$ cat src/rtl/lock_pkg.sv
// Shared types and widths for the combination-lock controller.
package lock_pkg;
  typedef enum logic [1:0] {ENTRY, CHECK, OPEN, DENIED} lock_state_t;
  localparam int ATTEMPT_W   = 2;
  localparam int DIGIT_CNT_W = 4;
endpackage

$ cat src/rtl/btn_edge.sv
// Registered rising-edge pulse for a debounced button level.
// A button held through reset stays disarmed until it has been seen low.
module btn_edge (
  input  logic clk,
  input  logic rst,
  input  logic btn,
  output logic pulse
);
  logic prev, armed;

  always_ff @(posedge clk) begin
    if (rst) begin
      prev  <= 1'b0;
      armed <= 1'b0;
      pulse <= 1'b0;
    end else begin
      prev  <= btn;
      armed <= armed | ~btn;
      pulse <= btn & ~prev & armed;
    end
  end
endmodule

$ cat src/rtl/combo_lock_ctrl.sv
// Combination-lock controller: digit entry, registered compare, attempt count, lockout.
// Optional macro LOCK_TIMEOUT_EN makes the DENIED lockout expire after LOCKOUT_CYCLES clocks.
module combo_lock_ctrl
  import lock_pkg::*;
#(
  parameter int                          NUM_DIGITS     = 4,
  parameter int                          DIGIT_W        = 4,
  parameter logic [NUM_DIGITS*DIGIT_W-1:0] CODE         = 16'h1234,
  parameter int                          MAX_ATTEMPTS   = 3,
  parameter logic [31:0]                 LOCKOUT_CYCLES = 32'd50_000_000
) (
  input  logic               clk,
  input  logic               rst,
  input  logic [DIGIT_W-1:0] sw,
  input  logic               enter,
  input  logic               clear,
  input  logic               relock,
  output logic               done,
  output logic               fail,
  output logic [1:0]         attempt,
  output logic [3:0]         digit_cnt
);
  localparam int                     CODE_W  = NUM_DIGITS * DIGIT_W;
  localparam logic [ATTEMPT_W-1:0]   MAX_ATT = ATTEMPT_W'(MAX_ATTEMPTS);
  localparam logic [DIGIT_CNT_W-1:0] NDIG    = DIGIT_CNT_W'(NUM_DIGITS);

  generate
    if (MAX_ATTEMPTS < 1 || MAX_ATTEMPTS > 3)
      $error("combo_lock_ctrl: MAX_ATTEMPTS must be 1..3");
    if (NUM_DIGITS < 2 || NUM_DIGITS > 8)
      $error("combo_lock_ctrl: NUM_DIGITS must be 2..8");
    if (LOCKOUT_CYCLES < 32'd1)
      $error("combo_lock_ctrl: LOCKOUT_CYCLES must be nonzero");
  endgenerate

  logic enter_p, relock_p;

  btn_edge u_enter_edge  (.clk(clk), .rst(rst), .btn(enter),  .pulse(enter_p));
  btn_edge u_relock_edge (.clk(clk), .rst(rst), .btn(relock), .pulse(relock_p));

  lock_state_t       state;
  logic [CODE_W-1:0] entry;
`ifdef LOCK_TIMEOUT_EN
  logic [31:0]       lock_cnt;
`endif

  always_ff @(posedge clk) begin
    if (rst) begin
      state     <= ENTRY;
      done      <= 1'b0;
      fail      <= 1'b0;
      attempt   <= MAX_ATT;
      digit_cnt <= '0;
      entry     <= '0;
`ifdef LOCK_TIMEOUT_EN
      lock_cnt  <= '0;
`endif
    end else begin
      case (state)
        ENTRY: begin
          // clear takes priority over a same-cycle digit
          if (clear) begin
            digit_cnt <= '0;
            entry     <= '0;
          end else if (enter_p) begin
            entry     <= {entry[CODE_W-DIGIT_W-1:0], sw};
            digit_cnt <= digit_cnt + 1'b1;
            if (digit_cnt + 1'b1 == NDIG) state <= CHECK;
          end
        end
        CHECK: begin
          digit_cnt <= '0;
          entry     <= '0;
          if (entry == CODE) begin
            state   <= OPEN;
            done    <= 1'b1;
            attempt <= MAX_ATT;
          end else if (attempt > 2'd1) begin
            state   <= ENTRY;
            attempt <= attempt - 1'b1;
          end else begin
            state   <= DENIED;
            fail    <= 1'b1;
`ifdef LOCK_TIMEOUT_EN
            lock_cnt <= '0;
`endif
          end
        end
        OPEN: begin
          if (relock_p) begin
            state <= ENTRY;
            done  <= 1'b0;
          end
        end
        DENIED: begin
`ifdef LOCK_TIMEOUT_EN
          if (lock_cnt == LOCKOUT_CYCLES - 32'd1) begin
            state    <= ENTRY;
            fail     <= 1'b0;
            attempt  <= MAX_ATT;
            lock_cnt <= '0;
          end else begin
            lock_cnt <= lock_cnt + 32'd1;
          end
`else
          state <= DENIED;
`endif
        end
        default: state <= ENTRY;
      endcase
    end
  end
endmodule

$ cat config.mk
export PLATFORM = sky130hd
export DESIGN_NAME = combo_lock_ctrl
export DESIGN_NICKNAME = d
export VERILOG_FILES = /design/src/rtl/lock_pkg.sv /design/src/rtl/btn_edge.sv /design/src/rtl/combo_lock_ctrl.sv
export SDC_FILE = /design/constraint.sdc
export NUM_CORES = 1
export LEC_CHECK = 0
export CORE_UTILIZATION = 50
export CTS_CLUSTER_DIAMETER = 100
export DETAILED_ROUTE_END_ITERATION = 10
export GPL_ROUTABILITY_DRIVEN = 0
export HOLD_SLACK_MARGIN = 0.15
export PLACE_DENSITY = 0.78
export SKIP_CTS_REPAIR_TIMING = 1
export SYNTH_ARGS = -nofsm -noshare
export SYNTH_HDL_FRONTEND = slang
export SYNTH_SLANG_ARGS = --single-unit
export TNS_END_PERCENT = 1
$ cat constraint.sdc
create_clock -name clk -period 4.2 [get_ports clk]
set_input_delay 1.05 -clock clk [delete_from_list [all_inputs] [get_ports clk]]
set_output_delay 1.05 -clock clk [all_outputs]
set_load 0.02 [all_outputs]
==> flow_metrics.py <==
metrics = {
    "hold_path": {
        "hp-start": "u_enter_edge.prev$_SDFF_PP0_",
        "worstHoldPathCells": 1,
        "whs_endpoint": "u_enter_edge.pulse$_SDFF_PP0_",
        "hp-class": "flop to flop",
    },
    "detailed_routing": {
        "dr.first_iter.drc_count": 29,
        "dr.pass1.iters": 4,
        "dr_total_vias": 1117,
        "wire_per_inst_um": 13.50,
        "ant_nets": 0,
        "routed_wirelength_um": 2633,
        "vias_per_cell": 5.728,
        "drcViolationCount": 0,
    },
    "critical_path": {
        "critPathLaunchType": "flop",
        "cpPeakStageDelay_ps": 640,
        "critical_path_required_ps": 3150,
        "cp_top_family": "buffers and inverters",
        "crit_arrival_ps": 1400,
        "reg2reg_to": "entry[0]$_SDFFE_PP0P_",
        "worstSetupEndpointType": "output pin",
        "crit_fanout": 5,
        "cp_slowest_cell": "clkdlybuf4s50_1",
        "cp.buffers_inverters": 1,
        "r2r_slack_ps": 2490,
        "ff2ff_path_depth": 4,
        "timing.rr.start": "state[1]$_SDFFE_PP0P_",
        "path_cells": "clkdlybuf4s50_1",
        "timing_worst_setup_path_type": "flop to output pin",
    },
    "job": {
        "maxCapViolCount": 0,
    },
    "floorplanning": {
        "rows": 18,
        "dieArea_um2": 2860,
        "die_h_um": 53.48,
        "boundaryPins": 17,
        "die_w_um": 53.48,
        "coreArea_um2": 2500,
        "start_util_pct": 53.00,
    },
    "clock_network": {
        "worstSkewPairLatency_ps": 320,
        "cts_made_buffers": 5,
        "clock_path_buffers": 2,
        "cts.sinks": 32,
        "clkTransAtPathRegs_ps": 90,
        "htree_levels": 2,
        "clockRootBuffer": "clkbuf_4",
        "cts_tree": "done",
    },
    "power": {
        "p_leak_nw": 0.5297,
        "ir_drop_v": 0.0002421,
        "power_density_nw_per_um2": 344.6,
    },
    "synthesis": {
        "seq_area_frac_synth_pct": 48.35,
        "synth.distinct_cells": 33,
        "yosys_warnings": 0,
        "synth-seq-cells": 32,
        "yosys.area.top_type_share_pct": 48.35,
        "async_flop_share_pct": 0,
        "synth.cell_area_um2": 1325,
        "yosysTopAreaCell": "dfxtp_1",
        "yosys.cell_count.top_type": "dfxtp_1",
        "synth_edf_count": 0,
        "synth_ff_type": "dfxtp_1",
        "synthCells": 150,
        "synthTopCellsByArea": "dfxtp_1, a21oi_1, nand3_1",
        "synth.avg_cell_area_um2": 8.833,
        "synth_nets": 162,
        "yosys-top-cells-count": "dfxtp_1, a21oi_1, nand2_1",
    },
    "final_layout": {
        "area_growth_pct": 16.52,
        "nNetsFinal": 177,
        "finalInstanceArea_um2": 1544,
        "diodes": 0,
        "fin_util_pct": 61.76,
        "drive_above_1_share_pct": 6.667,
    },
    "timing": {
        "max_freq_mhz": 408.6,
        "slew_violations": 0,
        "period_needed_ps": 2447,
        "fin_ws_ps": 1753,
        "fin_crit_sh_pct": 58.27,
        "setup_viol": 0,
        "worst_pin_slew_ps": 806.0,
        "tns_ps": 0,
        "rsz0062_at_grt": "false",
        "fin_hold_ws_ps": 393.4,
        "slew_headroom_pct": 46.07,
        "finClkSkew_ps": 4.910,
        "hold_viol": 0,
    },
    "status": {
        "status": "complete, no violations",
    },
    "global_routing": {
        "grt_overflow": 0,
        "grt_antenna_before_repair": 0,
        "grt_pass1_vias": 1018,
        "grt.total_usage_pct": 21.80,
        "grt_first_pass_wirelength_um": 4367,
        "grt_max_degree": 32,
    },
    "placement": {
        "placement.cell_area_um2": 1479,
        "dp_hpwl_um": 1823,
        "pre_cts_slack_ps": 1424,
        "portBuffers": 16,
    },
}
layout make-up:
cell class	instances	area (um^2)
fillers	210	955.9
clock buffers	7	65.06
flip-flops and latches	32	640.6
well taps	30	37.54
inverters	6	22.52
repair buffers	17	167.7
multi-input cells	103	610.6
metrics by stage:
step	instances	power, mW
global route	195	0.5588
detailed placement	188	0.3479
floorplan	150	0.3350
CTS	195	0.5390
finish	195	0.5320
global placement	188	0.3467
logic make-up after synthesis:
kind of cell,Yosys count,synth area share (%)
XOR/XNOR,2,1.322
buffers and inverters,15,5.571
AO/OA/AOI/OAI,33,14.07
flip-flops,32,48.35
multiplexers,1,0.7555
adder cells (fa/ha/maj),3,2.833
AND/OR/NAND/NOR,64,27.10
where the power goes:
part	total (mW)	internal, mW	switching (mW)
clock network	0.191	0.0948	0.0963
logic	0.0301	0.0125	0.0176
registers	0.311	0.308	0.00274
total	0.532	0.415	0.117
routing by layer:
metal  wire length (um)  part of all wire (%)  up-vias  track usage [%]
met5                  0                     0        -                0
met4                 24                  0.91        0            7.456
met3                129                   4.9        5            8.046
met2               1347                    51       31            37.50
met1               1131                    43      526            24.30
li1                   -                     -      555                -
sequential cells by signal, indices dropped and copies added (netlist names), 2 cells and up:
| register | flops |
|---|---|
| digit_cnt | 4 |
| attempt | 2 |
| entry | 16 |
| state | 2 |
placed cells by master, fill, tap and decap left out, types with 2 or more instances in the layout:
cell | netlist | routed
nor3b_1 | 2 | 2
ha_1 | 3 | 3
a21oi_1 | 21 | 21
clkdlybuf4s50_1 | 0 | 16
clkbuf_8 | 0 | 2
nor2_1 | 11 | 11
nor2b_1 | 3 | 3
nand2b_1 | 2 | 2
dfxtp_1 | 32 | 32
nand4_1 | 2 | 2
a22oi_1 | 5 | 5
nor3_1 | 3 | 3
o21ai_0 | 3 | 3
nor4b_1 | 3 | 3
inv_1 | 6 | 6
a211oi_1 | 2 | 2
nand2_1 | 15 | 15
clkbuf_4 | 0 | 5
nand3_1 | 13 | 13
xnor2_1 | 2 | 2
worst max path at each step:
stage | start | to | slack (ps) | cells after the start
after detailed placement | clear | entry[11]$_SDFFE_PP0P_ | 1420 | 5
after floorplan | clear | digit_cnt[3]$_SDFFE_PP0P_ | 2240 | 3
after global placement | clear | digit_cnt[1]$_SDFFE_PP0P_ | 1530 | 5
after CTS | digit_cnt[0]$_SDFFE_PP0P_ | digit_cnt[0] | 1750 | 1
after global routing | clear | entry[11]$_SDFFE_PP0P_ | 1600 | 5
final | digit_cnt[0]$_SDFFE_PP0P_ | digit_cnt[0] | 1750 | 1
Power figures use the tool's default switching activity.
